File: src/rtl/data_unit_mc.sv
// rtl/data_unit_mc.sv - multi-cycle register file + ALU datapath with req/ack data-memory port
//
// Build option: DATA_UNIT_FAST_WB_EN
//   When defined, ops that do not touch memory retire in EXEC (write + done)
//   and return straight to IDLE. Memory ops always go EXEC -> MEM -> WB.
//
// Ports:
//   clk, rst        clock, synchronous active-high reset
//   op_valid/ready  decoded-op handshake; ready only in IDLE
//   AD1, AD2, AD3   rs1, rs2, rd register indices
//   ImmOp, PC       immediate and PC of the op
//   RegWrite        write rd at writeback
//   MemWrite        store (takes priority over ResultSrc == 01)
//   ALUctrl         000 add, 001 sub, 010 and, 011 or, 100 xor, 101 slt, 110 sll, 111 srl
//   ALUsrc          operand 2 select: 0 rs2, 1 ImmOp
//   ResultSrc       writeback select: 00 ALU, 01 load, 10 PC+4, 11 ImmOp
//   funct3          load/store size and sign
//   mem_*           data-memory request port, held stable while mem_req is high
//   done            one-cycle retire pulse
//   EQ, ALUout      registered ALU zero flag and result
//   a0              live contents of x10

module data_unit_mc #(
    parameter int DATA_WIDTH    = 32,
    parameter int ADDRESS_WIDTH = 5
) (
    input  logic                     clk,
    input  logic                     rst,
    input  logic                     op_valid,
    output logic                     op_ready,
    input  logic [ADDRESS_WIDTH-1:0] AD1,
    input  logic [ADDRESS_WIDTH-1:0] AD2,
    input  logic [ADDRESS_WIDTH-1:0] AD3,
    input  logic [DATA_WIDTH-1:0]    ImmOp,
    input  logic                     RegWrite,
    input  logic                     MemWrite,
    input  logic [2:0]               ALUctrl,
    input  logic                     ALUsrc,
    input  logic [1:0]               ResultSrc,
    input  logic [2:0]               funct3,
    input  logic [DATA_WIDTH-1:0]    PC,
    output logic                     mem_req,
    output logic                     mem_we,
    output logic [DATA_WIDTH-1:0]    mem_addr,
    output logic [DATA_WIDTH-1:0]    mem_wdata,
    output logic [2:0]               mem_funct3,
    input  logic [DATA_WIDTH-1:0]    mem_rdata,
    input  logic                     mem_ack,
    output logic                     done,
    output logic                     EQ,
    output logic [DATA_WIDTH-1:0]    ALUout,
    output logic [DATA_WIDTH-1:0]    a0
);

    localparam int NUM_REGS = 2 ** ADDRESS_WIDTH;
    localparam int SHAMT_W  = $clog2(DATA_WIDTH);
    localparam logic [ADDRESS_WIDTH-1:0] A0_IDX = ADDRESS_WIDTH'(10);

    typedef enum logic [1:0] {
        IDLE = 2'b00,
        EXEC = 2'b01,
        MEM  = 2'b10,
        WB   = 2'b11
    } state_t;

    state_t state, state_next;

    logic [DATA_WIDTH-1:0] regs [NUM_REGS];

    // Operation context captured at accept; everything after IDLE works
    // only from these so the decode side is free to move on.
    logic [DATA_WIDTH-1:0]    op_a_q;
    logic [DATA_WIDTH-1:0]    op_b_q;
    logic [DATA_WIDTH-1:0]    rs2_q;
    logic [ADDRESS_WIDTH-1:0] rd_q;
    logic                     regwrite_q;
    logic                     memwrite_q;
    logic [1:0]               resultsrc_q;
    logic [2:0]               funct3_q;
    logic [2:0]               aluctrl_q;
    logic [DATA_WIDTH-1:0]    imm_q;
    logic [DATA_WIDTH-1:0]    pc_q;

    logic [DATA_WIDTH-1:0]    alu_q;
    logic                     eq_q;
    logic [DATA_WIDTH-1:0]    load_q;

    logic [DATA_WIDTH-1:0]    rd1;
    logic [DATA_WIDTH-1:0]    rd2;
    logic [DATA_WIDTH-1:0]    alu_result;
    logic [DATA_WIDTH-1:0]    alu_sel;
    logic [DATA_WIDTH-1:0]    load_ext;
    logic [DATA_WIDTH-1:0]    wb_data;
    logic                     mem_op;
    logic                     wr_en;

    // Combinational register reads; x0 is hard-wired to zero.
    assign rd1 = (AD1 == '0) ? '0 : regs[AD1];
    assign rd2 = (AD2 == '0) ? '0 : regs[AD2];
    assign a0  = regs[A0_IDX];

    // A store wins over ResultSrc == 01, but both need the memory phase.
    assign mem_op = memwrite_q | (resultsrc_q == 2'b01);

    always_comb begin
        alu_result = '0;
        case (aluctrl_q)
            3'b000: alu_result = op_a_q + op_b_q;
            3'b001: alu_result = op_a_q - op_b_q;
            3'b010: alu_result = op_a_q & op_b_q;
            3'b011: alu_result = op_a_q | op_b_q;
            3'b100: alu_result = op_a_q ^ op_b_q;
            3'b101: alu_result = {{(DATA_WIDTH-1){1'b0}},
                                  ($signed(op_a_q) < $signed(op_b_q))};
            3'b110: alu_result = op_a_q << op_b_q[SHAMT_W-1:0];
            3'b111: alu_result = op_a_q >> op_b_q[SHAMT_W-1:0];
            default: alu_result = '0;
        endcase
    end

    always_comb begin
        load_ext = load_q;
        case (funct3_q)
            3'b000:  load_ext = {{(DATA_WIDTH-8){load_q[7]}}, load_q[7:0]};
            3'b001:  load_ext = {{(DATA_WIDTH-16){load_q[15]}}, load_q[15:0]};
            3'b100:  load_ext = {{(DATA_WIDTH-8){1'b0}}, load_q[7:0]};
            3'b101:  load_ext = {{(DATA_WIDTH-16){1'b0}}, load_q[15:0]};
            default: load_ext = load_q;
        endcase
    end

    // In EXEC the registered result is not there yet, so a write made in
    // EXEC (fast writeback) has to take the live ALU output.
    always_comb begin
        alu_sel = (state == EXEC) ? alu_result : alu_q;
        wb_data = alu_sel;
        case (resultsrc_q)
            2'b00:   wb_data = alu_sel;
            2'b01:   wb_data = load_ext;
            2'b10:   wb_data = pc_q + DATA_WIDTH'(4);
            2'b11:   wb_data = imm_q;
            default: wb_data = alu_sel;
        endcase
    end

    always_comb begin
        state_next = state;
        op_ready   = 1'b0;
        done       = 1'b0;
        wr_en      = 1'b0;
        case (state)
            IDLE: begin
                op_ready = 1'b1;
                if (op_valid) begin
                    state_next = EXEC;
                end
            end
            EXEC: begin
                if (mem_op) begin
                    state_next = MEM;
                end else begin
`ifdef DATA_UNIT_FAST_WB_EN
                    done       = 1'b1;
                    wr_en      = regwrite_q && (rd_q != '0);
                    state_next = IDLE;
`else
                    state_next = WB;
`endif
                end
            end
            MEM: begin
                if (mem_ack) begin
                    state_next = WB;
                end
            end
            WB: begin
                done       = 1'b1;
                wr_en      = regwrite_q && !memwrite_q && (rd_q != '0);
                state_next = IDLE;
            end
            default: state_next = IDLE;
        endcase
    end

    // Address and write data come straight from registers, so they are
    // stable for the whole request without extra holding logic.
    assign mem_req    = (state == MEM);
    assign mem_we     = (state == MEM) && memwrite_q;
    assign mem_addr   = alu_q;
    assign mem_wdata  = rs2_q;
    assign mem_funct3 = funct3_q;
    assign ALUout     = alu_q;
    assign EQ         = eq_q;

    always_ff @(posedge clk) begin
        if (rst) begin
            state       <= IDLE;
            op_a_q      <= '0;
            op_b_q      <= '0;
            rs2_q       <= '0;
            rd_q        <= '0;
            regwrite_q  <= 1'b0;
            memwrite_q  <= 1'b0;
            resultsrc_q <= 2'b00;
            funct3_q    <= 3'b000;
            aluctrl_q   <= 3'b000;
            imm_q       <= '0;
            pc_q        <= '0;
            alu_q       <= '0;
            eq_q        <= 1'b0;
            load_q      <= '0;
            for (int i = 0; i < NUM_REGS; i++) begin
                regs[i] <= '0;
            end
        end else begin
            state <= state_next;

            if (state == IDLE && op_valid) begin
                op_a_q      <= rd1;
                op_b_q      <= ALUsrc ? ImmOp : rd2;
                rs2_q       <= rd2;
                rd_q        <= AD3;
                regwrite_q  <= RegWrite;
                memwrite_q  <= MemWrite;
                resultsrc_q <= ResultSrc;
                funct3_q    <= funct3;
                aluctrl_q   <= ALUctrl;
                imm_q       <= ImmOp;
                pc_q        <= PC;
            end

            if (state == EXEC) begin
                alu_q <= alu_result;
                eq_q  <= (alu_result == '0);
            end

            if (state == MEM && mem_ack && !memwrite_q) begin
                load_q <= mem_rdata;
            end

            if (wr_en) begin
                regs[rd_q] <= wb_data;
            end
        end
    end

endmodule

File: config.mk
export PLATFORM = sky130hd
export DESIGN_NAME = data_unit_mc
export DESIGN_NICKNAME = d
export VERILOG_FILES = /design/src/rtl/data_unit_mc.sv
export SDC_FILE = /design/constraint.sdc
export NUM_CORES = 2
export LEC_CHECK = 0
export BUFFER_PORTS_ARGS = -buffer_cell sky130_fd_sc_hd__clkbuf_2
export CORE_MARGIN = 2
export CORE_UTILIZATION = 63
export CTS_CLUSTER_DIAMETER = 60
export DETAILED_ROUTE_END_ITERATION = 16
export HOLD_SLACK_MARGIN = 0.06
export MAX_ROUTING_LAYER = met4
export PLACE_DENSITY_LB_ADDON = 0.12
export SLEW_MARGIN = 40
export SYNTH_ARGS = -nofsm -noshare
export SYNTH_HDL_FRONTEND = slang
export SYNTH_SLANG_ARGS = --single-unit
File: constraint.sdc
create_clock -name clk -period 6.14 [get_ports clk]
set_input_delay 0.921 -clock clk [delete_from_list [all_inputs] [get_ports clk]]
set_output_delay 0.921 -clock clk [all_outputs]
set_load 0.005 [all_outputs]
==> summary by stage <==
Timing
The post-route clock skew is 0.04472 ns. The time the worst path needs with I/O delays and setup is 5.612 ns. Across all hold checks on the routed design, the worst slack comes to 0.3537 ns.

The count of final setup violators is 0. Headroom to the max-slew limit came out at 34.33%. The setup total negative slack is 0 ns.

The max-slew violation count is 0. The number of hold violations in the final report is 0. The final critical-path share of the clock period is 91.40%. The slew of the pin with the lowest slew margin is 0.9748 ns. Setup repair after global routing left no endpoint under its margin.

Timing would allow up to 178.2 MHz.

Worst setup path
For the worst setup path, the data arrival time is 6.11 ns. Along the worst path, the maximum fanout reaches 31. For this run, the slowest stage of the critical path takes 0.80 ns. The critical-path cell with the highest stage delay is sky130_fd_sc_hd__dfxtp_1.

The buffer and inverter count on the worst path is 4. The origin of the critical flop-to-flop path is op_a_q[9]. Counting cells, the worst reg-to-reg path comes to 15.

On the critical path the largest part of the delay comes from compound AO/OA/AOI/OAI gates. STA classifies the critical path startpoint as a register. The worst reg-to-reg setup slack is 0.53 ns. Walking the worst path, the cells encountered are inv_1, ha_1, nand2_1, nor4_1, o211ai_1, buf_2, a21oi_1, nor2_1, buf_4, a221o_1, a211oi_1, a21oi_1, a221oi_4, buf_4, nor2_1. In this run the critical register-to-register path is captured at regs[10][21].

STA classifies the critical path endpoint as a register. The critical path is of the register to register type. The required time at the endpoint of the critical path is 6.64 ns.

Clock tree
TritonCTS created 136 clock buffers. The H-tree depth is 4. The longest clock path from root to sink contains 3 buffers. The clock reaches the later pin of the worst-skew pair after 0.82 ns. The post-CTS clock slew at the launch and capture registers of the worst setup and hold paths is 0.06 ns. In this run, post-CTS hold repair placed 0 buffers.

The post-cts gate resize count is 0. In this run the clock root is driven by a sky130_fd_sc_hd__clkbuf_16. The clock net in this run drives a total of 1,266 sinks. Buffers added to address setup during post-CTS repair amount to 0. TritonCTS built the clock tree.

Drt
In the final routed layout, each cell accounts on average for 37.22 um. For this run, design rule violations remaining after detail routing come to 0. For this block, the routed nets add up to 301,400 um of wire. In this run the remaining antenna-violating nets after routing total 0. After detailed routing, the number of vias per cell comes to 7.570. Summing over every cut layer, the via total after detailed routing is 61,290. The number of DRC markers after the initial detailed-route iteration is 11,480. The number of iterations in the first detailed-routing pass is 8.

GRT
The via count of the first global-routing pass came to 58,340. Summed over all layers, the global routing overflow is 0. Entering global routing, the biggest net connects 179 pins. The first global-routing pass estimated 418,800 um of wire. The initial antenna violation count is 18. Global routing used 52.16% of the available tracks.

Power and ir drop
In this run switching power makes up 39.43% of total power. The maximum vdd drop is 470.5 uV. The share of total power dissipated in the clock network is 27.7%. For this design the total switching power over the nets is 11.31 mW. Sequential cells burn 36.6% of the power.

The share of total power dissipated in combinational logic is 35.6%. Summed over all cells, the static leakage comes to 28.23 nW. The internal power of the cells totals 17.37 mW.

For this design the ratio of total power to cell area is 356.0 nW/um^2.

Yosys
Synthesis produced a netlist whose cell count is 6,440. The share of synthesized area occupied by flip-flops and latches is 48.89%. By count the netlist is led by sky130_fd_sc_hd__nor2_1, sky130_fd_sc_hd__edfxtp_1, sky130_fd_sc_hd__nand2_1. By area the synthesized netlist is led by sky130_fd_sc_hd__edfxtp_1, sky130_fd_sc_hd__mux4_2, sky130_fd_sc_hd__dfxtp_1, sky130_fd_sc_hd__nor2_1, sky130_fd_sc_hd__mux2i_1. During synthesis, Yosys emitted a total of 0 warnings. The library cell with the highest instance count after synthesis is sky130_fd_sc_hd__nor2_1. The average cell area after synthesis is 11.30 um^2. The number of unique standard cell types used by synthesis is 88. The total standard cell area after synthesis is 72,800 um^2. In the synthesized netlist the async set-or-reset flop fraction comes to 0%. Among all flip-flop cells after synthesis, the most frequent one is sky130_fd_sc_hd__edfxtp_1.

Summed over all instances, the cell type with the most area after synthesis is sky130_fd_sc_hd__edfxtp_1. The number of enable-type register cells in the synthesized netlist is 1,024. The fraction of synthesized cell area taken by the top area cell type is 42.24%. The flip-flop and latch count after synthesis is 1,266.

Floorplan
The die covers 118,300 um^2. The area of the core is 114,500 um^2. The cell row count is 124. Measured along the x axis, the die boundary spans 343.9 um. In this run the vertical extent of the chip is 343.9 um. The total I/O pin count is 262. Once the floorplan was initialized, standard cells occupied 63.58% of the core.

Final layout
The layout-stage area growth over the synthesis result is 10.65%. In the final design database the tool counted 6,696 nets. The finished cells cover 80,550 um^2. The share of post-route cells with drive strength above 1 is 21.94%.

Worst hold path
The min-delay analysis places its worst path in the category input pin to register. The capture endpoint of the worst hold path is aluctrl_q[0]. The worst hold path stage count is 3. The worst hold path begins at ALUctrl[0].

Placed design
Detailed placement finished with a half-perimeter wire length of 201,200 um. In this run the cell area measured after placement is 76,210 um^2. Routability-driven placement finished with a final weighted congestion of 1.074. Port buffering added 261 buffers.

Flow run
The max-capacitance violation count is 0.

Status
The flow ran to the end, and the final reports show no timing, DRC or antenna violations.
==> cells in the final DEF, fill, tap and decap left out, drive strengths merged, types with 34 or more instances in the layout <==
master and n:
edfxtp 1024, nor3b 34, mux2i 328, nand2 521, nor4 53, inv 133, nand3 48, a21oi 422
nand2b 59, o22ai 82, a211oi 70, dfxtp 242, nor3 76, clkbuf 431, o221ai 77, ha 102
clkinv 42, nor2b 36, mux4 514, buf 272, mux2 91, o21ai 203, nor2 1248, o211ai 35
==> cells by family after synthesis <==
kind of cell | count (synthesis) | share of synthesized area (%)
AND/OR/NAND/NOR | 2174 | 12.56
flip-flops | 1266 | 48.89
AO/OA/AOI/OAI | 1128 | 9.908
multiplexers | 933 | 21.82
buffers and inverters | 794 | 4.525
adder cells (fa/ha/maj) | 104 | 1.808
XOR/XNOR | 40 | 0.4812
other | 1 | 0.005151
==> per-layer routing <==
layer  global-route usage [%]  wire, um  part of all wire, %
met5                        -         0                    0
met4                    31.78     23190                  7.7
met3                    19.75     51490                   17
met2                    70.08    125300                   42
met1                    66.94    101400                   34
==> how the worst max path moves through the flow <==
stage	start	to	slack, ns	cells past startpoint
after floorplan	op_b_q[3]	regs[10][16]	1.63	19
after global placement	op_a_q[8]	regs[20][21]	0.89	13
after detailed placement	op_a_q[9]	regs[27][21]	0.73	14
after CTS	op_a_q[9]	regs[10][21]	0.70	14
after global routing	op_a_q[9]	regs[10][21]	0.41	15
final	op_a_q[9]	regs[10][21]	0.53	15
==> power groups by stage <==
stage | registers, mW | logic, mW | clock network, mW
final | 10.5 | 10.2 | 7.95
after global routing | 10.5 | 10.5 | 8.20
after CTS | 10.4 | 9.74 | 7.91
after detailed placement | 10.6 | 9.69 | 0
after global placement | 10.6 | 9.62 | 0
after floorplan | 10.3 | 6.16 | 0
==> state kept, by name (all words and copies together) (netlist names), 5 cells and up <==
signal     flops
imm_q         32
pc_q          32
rd_q           5
op_a_q        32
ALUout        32
regs        1024
op_b_q        32
mem_wdata     32
load_q        32
==> area by class of cell <==
class,instances,area [um^2]
Fill cell,7930,33950
Antenna cell,21,52.55
Clock buffer,179,3731
Clock inverter,56,446.7
Inverter,127,476.7
Sequential cell,1266,35610
Multi-Input combinational cell,4411,34460
Timing Repair Buffer,524,3879
Tap cell,1512,1892
==> metrics by stage <==
stage | setup slack [ns] | total power, mW | std cells | utilization, %
after floorplan | 1.626 | 16.46 | 6471 | -
after global placement | 0.8948 | 20.20 | 7834 | 66.46
after detailed placement | 0.7311 | 20.31 | 7837 | 66.56
after CTS | 0.7033 | 28.09 | 8072 | 70.20
after global routing | 0.4132 | 29.22 | 8091 | 70.34
final | 0.5279 | 28.68 | 8096 | 70.35
==> worst reg2reg max path: cells and delay by family, from the launching register on <==
family                     cells  cell delay [ns]
DFF                            1             0.80
adders and majority gates      1             0.60
buffers and inverters          4             0.95
AOI/OAI and AO/OA              6             2.03
and+or+nand+nor                4             0.94
Note: power is estimated with default switching activity, not from simulation.
